===== config.mk =====
export PLATFORM = sky130hd
export DESIGN_NAME = alu_cmd_dispatch
export DESIGN_NICKNAME = d
export VERILOG_FILES = /design/src/rtl/alu_pkg.sv /design/src/rtl/alu_cmd_fifo.sv /design/src/rtl/alu_cmd_dispatch.sv
export SDC_FILE = /design/constraint.sdc
export NUM_CORES = 1
export LEC_CHECK = 0
export CAP_MARGIN = 20
export CELL_PAD_IN_SITES_DETAIL_PLACEMENT = 0
export CELL_PAD_IN_SITES_GLOBAL_PLACEMENT = 1
export CORE_MARGIN = 3
export CORE_UTILIZATION = 46
export DETAILED_ROUTE_END_ITERATION = 12
export GPL_ROUTABILITY_DRIVEN = 0
export HOLD_SLACK_MARGIN = 0.05
export PLACE_DENSITY_LB_ADDON = 0.1
export SKIP_CTS_REPAIR_TIMING = 1
export SLEW_MARGIN = 20
export SYNTH_ARGS = -nofsm -noshare
export SYNTH_HDL_FRONTEND = slang
export SYNTH_SLANG_ARGS = --single-unit
export TNS_END_PERCENT = 50

===== constraint.sdc =====
create_clock -name clk -period 9.25 [get_ports clk]
set_clock_uncertainty 0.05 [all_clocks]
set_input_delay 1.85 -clock clk [delete_from_list [all_inputs] [get_ports clk]]
set_output_delay 1.85 -clock clk [all_outputs]
set_load 0.01 [all_outputs]

===== src/rtl/alu_pkg.sv =====
// Shared opcode encoding, FSM states and opcode helpers for the ALU16 command front-end.
package alu_pkg;

  localparam logic [3:0] OP_ADD   = 4'b0000;
  localparam logic [3:0] OP_SUB   = 4'b0001;
  localparam logic [3:0] OP_MUL   = 4'b0010;
  localparam logic [3:0] OP_DIV   = 4'b0011;
  localparam logic [3:0] OP_SHL   = 4'b0100;
  localparam logic [3:0] OP_SHR   = 4'b0101;
  localparam logic [3:0] OP_XOR   = 4'b0110;
  localparam logic [3:0] OP_XNOR  = 4'b0111;
  localparam logic [3:0] OP_NOT   = 4'b1000;
  localparam logic [3:0] OP_AND   = 4'b1001;
  localparam logic [3:0] OP_OR    = 4'b1010;
  localparam logic [3:0] OP_BOOTH = 4'b1011;
  localparam logic [3:0] OP_NRDIV = 4'b1100;

  // Wide enough for any latency below 256 cycles.
  localparam int CNT_W = 8;

  typedef enum logic [1:0] {
    ST_IDLE = 2'd0,
    ST_EXEC = 2'd1,
    ST_RESP = 2'd2
  } state_e;

  function automatic logic [CNT_W-1:0] op_latency(input logic [3:0] op,
                                                  input int lat_simple,
                                                  input int lat_mul,
                                                  input int lat_div);
    if (op == OP_BOOTH)      return lat_mul[CNT_W-1:0];
    else if (op == OP_NRDIV) return lat_div[CNT_W-1:0];
    else                     return lat_simple[CNT_W-1:0];
  endfunction

  function automatic logic op_legal(input logic [3:0] op);
    return op <= OP_NRDIV;
  endfunction

endpackage


===== src/rtl/alu_cmd_fifo.sv =====
// Command FIFO: registered storage, no bypass, pointers wrap modulo DEPTH.
module alu_cmd_fifo #(
  parameter int W     = 36,
  parameter int DEPTH = 4
) (
  input  logic         clk,
  input  logic         reset,
  input  logic         push,
  input  logic [W-1:0] din,
  input  logic         pop,
  output logic [W-1:0] dout,
  output logic         full,
  output logic         empty
);

  localparam int AW = $clog2(DEPTH);
  localparam logic [AW:0] FULL_CNT = (AW+1)'(DEPTH);

  logic [W-1:0]  mem_q [DEPTH];
  logic [W-1:0]  mem_d [DEPTH];
  logic [AW-1:0] wr_ptr_q, wr_ptr_d;
  logic [AW-1:0] rd_ptr_q, rd_ptr_d;
  logic [AW:0]   count_q, count_d;

  always_comb begin
    mem_d    = mem_q;
    wr_ptr_d = wr_ptr_q;
    rd_ptr_d = rd_ptr_q;
    count_d  = count_q;
    if (push) begin
      mem_d[wr_ptr_q] = din;
      wr_ptr_d        = wr_ptr_q + AW'(1);
    end
    if (pop) rd_ptr_d = rd_ptr_q + AW'(1);
    case ({push, pop})
      2'b10:   count_d = count_q + (AW+1)'(1);
      2'b01:   count_d = count_q - (AW+1)'(1);
      default: count_d = count_q;
    endcase
  end

  always_ff @(posedge clk or posedge reset) begin
    if (reset) begin
      for (int i = 0; i < DEPTH; i++) mem_q[i] <= '0;
      wr_ptr_q <= '0;
      rd_ptr_q <= '0;
      count_q  <= '0;
    end else begin
      mem_q    <= mem_d;
      wr_ptr_q <= wr_ptr_d;
      rd_ptr_q <= rd_ptr_d;
      count_q  <= count_d;
    end
  end

  assign dout  = mem_q[rd_ptr_q];
  assign full  = (count_q == FULL_CNT);
  assign empty = (count_q == '0);

endmodule


===== src/rtl/alu_cmd_dispatch.sv =====
// Feeds ALU16 from a command FIFO, holds operands for the op latency and returns the result.
module alu_cmd_dispatch
  import alu_pkg::*;
#(
  parameter int W          = 16,
  parameter int DEPTH      = 4,
  parameter int LAT_SIMPLE = 1,
  parameter int LAT_MUL    = 17,
  parameter int LAT_DIV    = 17
) (
  input  logic         clk,
  input  logic         reset,
  input  logic         cmd_valid,
  output logic         cmd_ready,
  input  logic [W-1:0] cmd_a,
  input  logic [W-1:0] cmd_b,
  input  logic [3:0]   cmd_op,
  output logic [W-1:0] alu_a,
  output logic [W-1:0] alu_b,
  output logic [3:0]   alu_op,
  input  logic [W-1:0] alu_out,
  input  logic         alu_zero,
  output logic         res_valid,
  input  logic         res_ready,
  output logic [W-1:0] res_data,
  output logic         res_zero,
  output logic [3:0]   res_op,
  output logic         res_err
);

  localparam int FW = 2*W + 4;

  logic [FW-1:0] fifo_dout;
  logic          fifo_full, fifo_empty, fifo_push, fifo_pop;
  logic [W-1:0]  head_a, head_b;
  logic [3:0]    head_op;
  logic          head_screened;

  state_e            state_q, state_d;
  logic [CNT_W-1:0]  cnt_q, cnt_d;
  logic [W-1:0]      alu_a_q, alu_a_d, alu_b_q, alu_b_d;
  logic [3:0]        alu_op_q, alu_op_d;
  logic              res_valid_q, res_valid_d;
  logic [W-1:0]      res_data_q, res_data_d;
  logic              res_zero_q, res_zero_d, res_err_q, res_err_d;
  logic [3:0]        res_op_q, res_op_d;

  assign cmd_ready = !fifo_full && !reset;
  assign fifo_push = cmd_valid && cmd_ready;

  alu_cmd_fifo #(.W(FW), .DEPTH(DEPTH)) u_fifo (
    .clk   (clk),
    .reset (reset),
    .push  (fifo_push),
    .din   ({cmd_op, cmd_a, cmd_b}),
    .pop   (fifo_pop),
    .dout  (fifo_dout),
    .full  (fifo_full),
    .empty (fifo_empty)
  );

  assign head_op = fifo_dout[FW-1 -: 4];
  assign head_a  = fifo_dout[2*W-1 -: W];
  assign head_b  = fifo_dout[W-1:0];
  // Illegal opcodes and zero divisors never reach the ALU.
  assign head_screened = !op_legal(head_op) ||
                         (((head_op == OP_DIV) || (head_op == OP_NRDIV)) && (head_b == '0));

  always_comb begin
    state_d     = state_q;
    cnt_d       = cnt_q;
    alu_a_d     = alu_a_q;
    alu_b_d     = alu_b_q;
    alu_op_d    = alu_op_q;
    res_valid_d = res_valid_q;
    res_data_d  = res_data_q;
    res_zero_d  = res_zero_q;
    res_err_d   = res_err_q;
    res_op_d    = res_op_q;
    fifo_pop    = 1'b0;
    case (state_q)
      ST_IDLE: begin
        if (!fifo_empty) begin
          fifo_pop = 1'b1;
          if (head_screened) begin
            res_data_d  = '1;
            res_zero_d  = 1'b0;
            res_err_d   = 1'b1;
            res_op_d    = head_op;
            res_valid_d = 1'b1;
            state_d     = ST_RESP;
          end else begin
            alu_a_d  = head_a;
            alu_b_d  = head_b;
            alu_op_d = head_op;
            cnt_d    = op_latency(head_op, LAT_SIMPLE, LAT_MUL, LAT_DIV);
            state_d  = ST_EXEC;
          end
        end
      end
      ST_EXEC: begin
        cnt_d = cnt_q - CNT_W'(1);
        if (cnt_q == CNT_W'(1)) begin
          res_data_d  = alu_out;
          res_zero_d  = alu_zero;
          res_op_d    = alu_op_q;
          res_err_d   = 1'b0;
          res_valid_d = 1'b1;
          state_d     = ST_RESP;
        end
      end
      ST_RESP: begin
        if (res_ready) begin
          res_valid_d = 1'b0;
          state_d     = ST_IDLE;
        end
      end
      default: state_d = ST_IDLE;
    endcase
  end

  always_ff @(posedge clk or posedge reset) begin
    if (reset) begin
      state_q     <= ST_IDLE;
      cnt_q       <= '0;
      alu_a_q     <= '0;
      alu_b_q     <= '0;
      alu_op_q    <= '0;
      res_valid_q <= 1'b0;
      res_data_q  <= '0;
      res_zero_q  <= 1'b0;
      res_err_q   <= 1'b0;
      res_op_q    <= '0;
    end else begin
      state_q     <= state_d;
      cnt_q       <= cnt_d;
      alu_a_q     <= alu_a_d;
      alu_b_q     <= alu_b_d;
      alu_op_q    <= alu_op_d;
      res_valid_q <= res_valid_d;
      res_data_q  <= res_data_d;
      res_zero_q  <= res_zero_d;
      res_err_q   <= res_err_d;
      res_op_q    <= res_op_d;
    end
  end

  assign alu_a     = alu_a_q;
  assign alu_b     = alu_b_q;
  assign alu_op    = alu_op_q;
  assign res_valid = res_valid_q;
  assign res_data  = res_data_q;
  assign res_zero  = res_zero_q;
  assign res_err   = res_err_q;
  assign res_op    = res_op_q;

endmodule


Word level (Yosys, flattened, before mapping)
Index checks and enable logic that the tools add are counted.
- register bits after elaboration: 220
- word-level logic and storage cells: 102
- $lt $le $gt $ge: 4
- equal/unequal tests: 14
- bitwise gates (word level): 4
- reduce and logical (&&, ||, !) cells: 20
- muxes and demuxes: 38
- add/sub/neg operators: 5
- operator list (kind ; number):
    $bwmux 144 ; 1
    $mux 36 ; 3
    $bmux 36 s2 ; 1
    $demux 36 s2 ; 1
    $mux 16 ; 3
    $pmux 16 s2 ; 1
    $logic_not 16->1 ; 1
    $mux 8 ; 2
    $pmux 8 s2 ; 1
    $mux 4 ; 3
    $mux 1 ; 10
    $mux 5 ; 2
    $ne 2x2->1 const B ; 5
    $reduce_and 3->1 ; 3
    $eq 4x4->1 const B ; 2
    $eq 8x1->1 const B ; 1
    $mux 2 ; 4
    $pmux 4 s2 ; 1
    $sub 8x1->8 const B ; 1
    $ge 3x3->1 const B ; 2
    $not 2->3 ; 2
    $pmux 2 s3 ; 1
    $pmux 3 s2 ; 1
    $reduce_and 5->1 ; 1
    other kinds (20) ; 32

Longest topological paths before layout
Gate-level depths: netlist of run 1.
- word-level depth: 11
- mapped depth: 11

Cells and area by module
Synthesis of run 1 repeated with hierarchy kept, for this count alone.
- cells, all modules: 651
- area total of the unflattened synthesis: 9857.0 um^2
- by module, submodules not included (module ; area each (um^2) ; seq. area each (um^2) ; instances ; cells each):
    alu_cmd_fifo ; 6734.0 ; 3778.6 ; 1 ; 382
    alu_cmd_dispatch ; 3123.0 ; 1726.7 ; 1 ; 269

Worst setup path before layout of run 1
OpenSTA, ideal clock, no wires.
- kind: in2out
- from: input reset
- to: output cmd_ready
- data arrival time: 2099 ps
- cell stages on the path: 1
- setup slack: 5251 ps
- path buffers: 0
- path through: a31oi_1
- longest elaborated chain between the ends: 2
- ends and longest elaborated chain (item ; RTL line ; source):
    start: declaration ; alu_cmd_dispatch.sv:12 ; input logic reset,
    $logic_not 1->1 (no line) ; - ;
    $logic_and 1x1->1 ; alu_cmd_dispatch.sv:48 ; assign cmd_ready = !fifo_full && !reset;
    end: declaration ; alu_cmd_dispatch.sv:14 ; output logic cmd_ready,
Every way passes these cells.

Worst setup path in the final report of run 1
Ends and elaborated chain as after synthesis.

==> results of run 1 <==
-- cell families (layout without fill, tap and decap cells) --
group,count (synthesis),in the layout,synth area share
multiplexers,224,224,0.301
XOR/XNOR,7,7,0.00633
adder cells (fa/ha/maj),11,11,0.0150
AND/OR/NAND/NOR,52,52,0.0278
AO/OA/AOI/OAI,75,75,0.0496
buffers and inverters,71,199,0.0316
flip-flops,220,220,0.568
-- stage by stage --
step                cells  instance area [µm²]  worst slack, ps   util
floorplan             660                 9690             1330      -
global placement     1014                11100             4200  0.541
detailed placement   1016                11100             4200  0.542
CTS                  1057                11900             4190  0.579
global route         1058                11900             4110  0.581
finish               1058                11900             4180  0.581
-- final timing paths --
check / startpoint / endpoint / slack [ps] / cells after the start
max in group asynchronous: reset / u_fifo.mem_q[115] / 5980 / 3
max reg2reg: u_fifo.rd_ptr_q[0] / res_data[10] / 4650 / 7
max: reset / cmd_ready / 4180 / 3
min in group asynchronous: reset / alu_a[9] / 1860 / 2
min reg2reg: alu_b[1] / alu_b[1] / 440 / 1
min: alu_b[1] / alu_b[1] / 440 / 1
-- synth_stat cells (all sizes together), types with 3 or more instances --
library cell / number
o211ai: 5
inv: 33
a31oi: 17
a21oi: 28
nand2b: 3
dfrtp: 220
mux2: 182
mux4: 36
o21ai: 9
clkbuf: 23
nor4: 5
buf: 15
nor2: 8
a22o: 4
xnor2: 4
nor2b: 5
nand2: 17
mux2i: 6
ha: 10
xor2: 3
-- state kept, by name (all words and copies together) (netlist names) --
register and flops:
alu_a 16, cnt_q 8, u_fifo.rd_ptr_q 2, res_op 4, state_q 2, res_err 1, alu_b 16, res_data 16
res_valid 1, u_fifo.mem_q 144, u_fifo.wr_ptr_q 2, u_fifo.count_q 3, alu_op 4, res_zero 1
-- routing by layer --
| metal | track usage | wire length [µm] | vias up |
|---|---|---|---|
| li1 | - | - | 2644 |
| met5 | 0 | 0 | - |
| met2 | 0.327 | 10700 | 115 |
| met1 | 0.250 | 8950 | 3098 |
| met3 | 0.0329 | 898 | 22 |
| met4 | 0.0385 | 315 | 0 |
-- layout make-up --
| type | count | area share |
|---|---|---|
| clock inverters | 4 | 0.00294 |
| multi-input cells | 369 | 0.327 |
| clock buffers | 37 | 0.0604 |
| well taps | 270 | 0.0284 |
| repair buffers | 125 | 0.107 |
| inverters | 33 | 0.0115 |
| flip-flops and latches | 220 | 0.462 |
-- critical path: cells and delay by family --
family,cells,cell delay (ps)
buffers and inverters,2,1090
AO/OA/AOI/OAI,1,220
-- report_power, final --
part | internal, mW | total (mW) | switching (mW)
Combinational | 1.02 | 1.88 | 0.851
Sequential | 1.43 | 1.70 | 0.263
Clock | 0.533 | 0.900 | 0.367
Total | 2.99 | 4.47 | 1.48
==> metrics list, run 1 <==
* Kind of capture point of the worst setup path: output pin
- Buffer depth of the longest clock path: 3
* Static leakage power: around 5.1 nW
* Top achievable clock speed: between 150 and 200 MHz
- In the final layout, the multi-input gates occupy around 0.0039 mm².
- Cell type with the largest total area after synthesis: sky130_fd_sc_hd__dfrtp_1
- Fraction of final layout cells sized beyond drive strength 1: 0.297
- Classification of the worst-slack hold path: register to register
- Commonest register cell after synthesis: sky130_fd_sc_hd__dfrtp_1
- Outcome: completed
- After detailed routing, the number of remaining DRC violations is 0.
* Share of Yosys cell area claimed by the top area cell type: 0.568
- Count of maximum capacitance violations: 0
* Sequential cell area: 0.00551 mm²
* Tot Pwr: ~4.5 mW
- The number of nets in the synthesized netlist is 728.
* Effective utilization at floorplan: 0.473
* Cell count after synthesis: 660
- Biggest area contributors in the synthesized netlist: sky130_fd_sc_hd__dfrtp_1 57%, sky130_fd_sc_hd__mux2_2 17%, sky130_fd_sc_hd__mux4_2 8.4%
- Remaining antenna violation count after routing: 0
- Fill cell total of the finished layout: about 1600
* Iteration count of the initial detailed-routing pass: 4
* Width of the chip: about 150 µm
* Seq cells post-synth: between 200 and 250
- Post-DR vias/cell: ~5.6
- Buffers inserted during clock tree synthesis total 24.
* Register area share after synthesis: 0.568
- The worst setup path is of the input port to output pin kind.
- During synthesis, Yosys emitted a total of 0 warnings.
- On the critical path, the stage with the largest delay is an instance of sky130_fd_sc_hd__clkdlybuf4s50_1.
- Final wirelength: approximately 21000 µm
* Post-layout net count: around 840
- Buffer type at the clock tree root: sky130_fd_sc_hd__clkbuf_16
* Chip height: between 150 and 200 µm
* Most frequent CP cell: sky130_fd_sc_hd__clkdlybuf4s50_1
- Commonest cells after routing, fill and taps aside: 218 x sky130_fd_sc_hd__dfrtp_1, 144 x sky130_fd_sc_hd__mux2_2, 116 x sky130_fd_sc_hd__clkdlybuf4s50_1
- Count of flip-flops with a built-in enable after synthesis: 0
- 0 antenna diodes ended up in the layout.
- Most common library cell in the layout ignoring fill and taps: sky130_fd_sc_hd__dfrtp_1
* Number of global-route vias before repair: roughly 6400
* Count of cell types in the netlist: 46
* Starting DRT DRC Count: 300
- Adding up every negative setup slack in the final design gives 0 ps.
* First-pass GRT wire length: 34000 µm
- Peak ir drop on the vdd network: approximately 160 µV
- Setup violations remaining at the end of the flow were counted as 0.
* Max stage delay on crit path: roughly 570 ps
- Hold_ws: approximately 440 ps
- Summing every instance area after synthesis gives between 0.009 and 0.01 mm².
- Arr. time, crit path: about 3200 ps
* H-tree Lvls: 1
- Traced cell by cell, the critical path runs through clkdlybuf4s50_1 > a31oi_1 > clkdlybuf4s50_1.
- Clk_lat worst skew: roughly 500 ps
- TritonCTS built the clock tree.
* Area growth from synthesis to final layout: 22.9%
- For the worst setup path, the data required time is approximately 7400 ps.
* Critical Path Start Type: input port
- After floorplanning, the core was sized to cover ~0.020 mm².
* Count of final hold-check violations: 0
* Share of synthesized registers carrying an async set or reset: 1.00
* Worst rel slew slack: 0.334
- Final worst path period need: about 5100 ps
- Hpwl dp: 13200 µm
- RSZ-0062 raised after global routing: false
- Clock sink count: 220
* Overall Global Routing Usage: 0.188
* Routed vias: slightly below 6000
* Number of antenna violations at the first check in global routing: 0
* Average wire per cell in the routed design: 19.7 µm
* Crit Path Max Fanout: 2
- After floorplanning, the core was divided into 52 placement rows.
* Number of input and output port buffers inserted: roughly 120
* Maximum number of pins on one net before global-route repair: 164
* Slew Limit Fails: 0
- Power density over the cells: about 380 mW/mm²
* Top-Level Pins: 117
* Slew of the pin with the lowest slew margin: 996 ps
* Synthesized area per cell: 14.7 µm²
- Global routing finished with a remaining overflow of 0.
- Share of the clock period used by the worst path: 0.549
- Clock-pin slew of the registers on the worst-case setup and hold paths: ~60 ps
- The floorplan step defined a die boundary enclosing between 0.02 and 0.025 mm².
(Power assumes the default switching activity.)
==> run 2: changes to the inputs <==
Settings changed: CORE_UTILIZATION 46 to 42.
Clock period 9.25 ns to 4.6 ns, I/O delays scaled along.
==> run 2 against run 1 <==
Utilization shrank 3.8 points. Combinational power grew 97%. Routed wire length grew 3.5%. Setup slack lost 3400 ps. Clock power grew 130%. Worst hold slack gained 5.5 ps. Largest cell class unchanged.
==> metrics list, run 2 (same netlist as run 1, synthesis figures left out) <==
- Outcome: completed (unchanged)
- The share of post-route cells with drive strength above 1 came to 0.305 (was 0.297).
* Peak ir drop on the vdd network: 298 µV (was 157 µV)
* Count of maximum capacitance violations: 0 (unchanged)
- Kind of capture point of the worst setup path: register (was output pin)
* DRC violation count after routing: 0 (unchanged)
- Chip height: 158 µm (was 151 µm)
- Buffer type at the clock tree root: sky130_fd_sc_hd__clkbuf_16 (unchanged)
* Worst setup path class: register to register (was input port to output pin)
- The flip-flop count of the largest register after layout was 144 (unchanged).
* Width of the chip: 158 µm (was 151 µm)
* Static leakage power: 5.18 nW (was 5.12 nW)
- Share of the clock period used by the worst path: 0.824
* Most common library cell in the layout ignoring fill and taps: sky130_fd_sc_hd__dfrtp_1 (unchanged)
- The clock sink total was 220 (unchanged).
* Number of buffers added by the clock tree synthesis step: 25 (was 24)
* Commonest cells after routing, fill and taps aside: 218 x sky130_fd_sc_hd__dfrtp_1, 144 x sky130_fd_sc_hd__mux2_2, 116 x sky130_fd_sc_hd__clkdlybuf4s50_1 (unchanged)
* Die footprint: 0.0249 mm² (was 0.0228 mm²)
- Setup tns final: 0 ps (unchanged)
- The number of routed nets with antenna violations was 0 (unchanged).
* Classification of the worst-slack hold path: register to register (unchanged)
- RSZ-0062 raised after global routing: false (unchanged).
- Top reg by flops: u_fifo.mem_q (unchanged)
- The number of inserted filler cells in the final layout is 1804 (was 1633).
- The number of port buffers came to 116 (unchanged).
- Average wire per cell in the routed design: 20.0 µm (was 19.7 µm)
- The CTS H-tree depth is 1 (unchanged).
* Count of final hold-check violations: 0 (unchanged)
* Tot Pwr: 9.30 mW (was 4.47 mW)
- The via count of the first global-routing pass was 6415 (was 6392).
- The TritonCTS clock tree is built (unchanged).
- The final net count came to 849 (was 841).
* Top-Level Pins: 117 (unchanged)
- The tightest slew margin relative to the limit is 0.477 (was 0.334).
- The area of the core came to 0.0222 mm² (was 0.0205 mm²).
- Iteration count of the initial detailed-routing pass: 4 (unchanged)
- The global-route congestion overflow total was 0 (unchanged).
- Effective utilization at floorplan: 0.436 (was 0.473)
- The summed area of non-filler cells in the final layout was 0.0121 mm² (was 0.0119 mm²).
- Sequential cell area: 0.00551 mm² (unchanged)
- The number of core rows is 54 (was 52).
- Post-DR vias/cell: 5.46 (was 5.56)
* Buffer depth of the longest clock path: 3 (unchanged)
* Starting DRT DRC Count: 207 (was 300)
- Slew Limit Fails: 0 (unchanged)
- The area added between synthesis and finish came to 24.6% (was 22.9%).
- The worst hold slack across all endpoints is 444 ps (was 438 ps).
* Power density over the cells: 770 mW/mm² (was 375 mW/mm²)
* Arr. time, crit path: 4140 ps (was 3170 ps)
* Critical Path RT: 4950 ps (was 7350 ps)
- Final setup viols: 0 (unchanged)
- The final routed wirelength across all metal layers is 21600 µm (was 20900 µm).
* Maximum number of pins on one net before global-route repair: 79 (was 164)
* Routed vias: 5894 (was 5879)
- Final worst path period need: around 3800 ps
- Number of antenna violations at the first check in global routing: 1 (was 0)
- Timing would allow up to between 200 and 300 MHz.
* Slew of the pin with the lowest slew margin: 785 ps (was 996 ps)
- The global-route usage over all layers was 0.177 (was 0.188).
- The clock latency at the later pin of the worst-skew pair is 520 ps (was 510 ps).
* Crit Path Max Fanout: 18 (was 2)
- The launching element type of the critical path is a register (was input port).
- Hpwl dp: 14100 µm (was 13200 µm)
- Total placed instance area: 0.0112 mm² (was 0.0111 mm²)
- The multi-input combinational cell area is 0.00389 mm² (was 0.00390 mm²).
* First-pass GRT wire length: 35000 µm (was 34000 µm)
- Clock-pin slew of the registers on the worst-case setup and hold paths: 60 ps (about the same)
==> run 2: routing by layer <==
layer,wire length (µm),vias to the layer above,global-route usage
met5,0,-,0
met4,360,0,0.0430
li1,-,2661,-
met1,9490,3093,0.239
met2,10900,110,0.299
met3,826,30,0.0303
==> run 2: critical path: stages (launching register included) <==
cell and delay (ps):
sky130_fd_sc_hd__dfrtp_2 800, sky130_fd_sc_hd__mux4_2 630, sky130_fd_sc_hd__nor4_1 490, sky130_fd_sc_hd__nand4_1 380
sky130_fd_sc_hd__o211ai_4 600, sky130_fd_sc_hd__buf_4 360, sky130_fd_sc_hd__mux2_1 350
==> run 2: layout make-up <==
type / instances / share of cell area
Multi-Input combinational cell: 369 / 0.323
Antenna cell: 1 / 0.000207
Inverter: 33 / 0.0106
Sequential cell: 220 / 0.456
Tap cell: 280 / 0.0290
Clock inverter: 9 / 0.0144
Timing Repair Buffer: 132 / 0.108
Clock buffer: 36 / 0.0586
==> run 2: report_power, final <==
part / switching (mW) / internal [mW] / total (mW)
clock network: 0.761 / 1.34 / 2.11
logic: 1.64 / 2.07 / 3.71
registers: 0.596 / 2.88 / 3.48
==> run 2: worst paths after layout <==
kind	from	end	slack, ps	cells after the start
setup / recovery	u_fifo.rd_ptr_q[0]	alu_a[15]	810	6
hold / removal	alu_b[9]	alu_b[9]	440	1
setup reg to reg	u_fifo.rd_ptr_q[0]	alu_a[15]	810	6
hold reg to reg	alu_b[9]	alu_b[9]	440	1
max in group asynchronous	reset	u_fifo.mem_q[79]	2790	3
min in group asynchronous	reset	u_fifo.mem_q[69]	810	2
==> run 2: through the flow <==
stage / instances / setup slack [ps] / utilization
finish: 1080 / 810 / 0.543
global route: 1080 / 509 / 0.543
CTS: 1079 / 669 / 0.543
detailed placement: 1034 / 696 / 0.503
global placement: 1034 / 718 / 0.503
floorplan: 660 / 762 / -
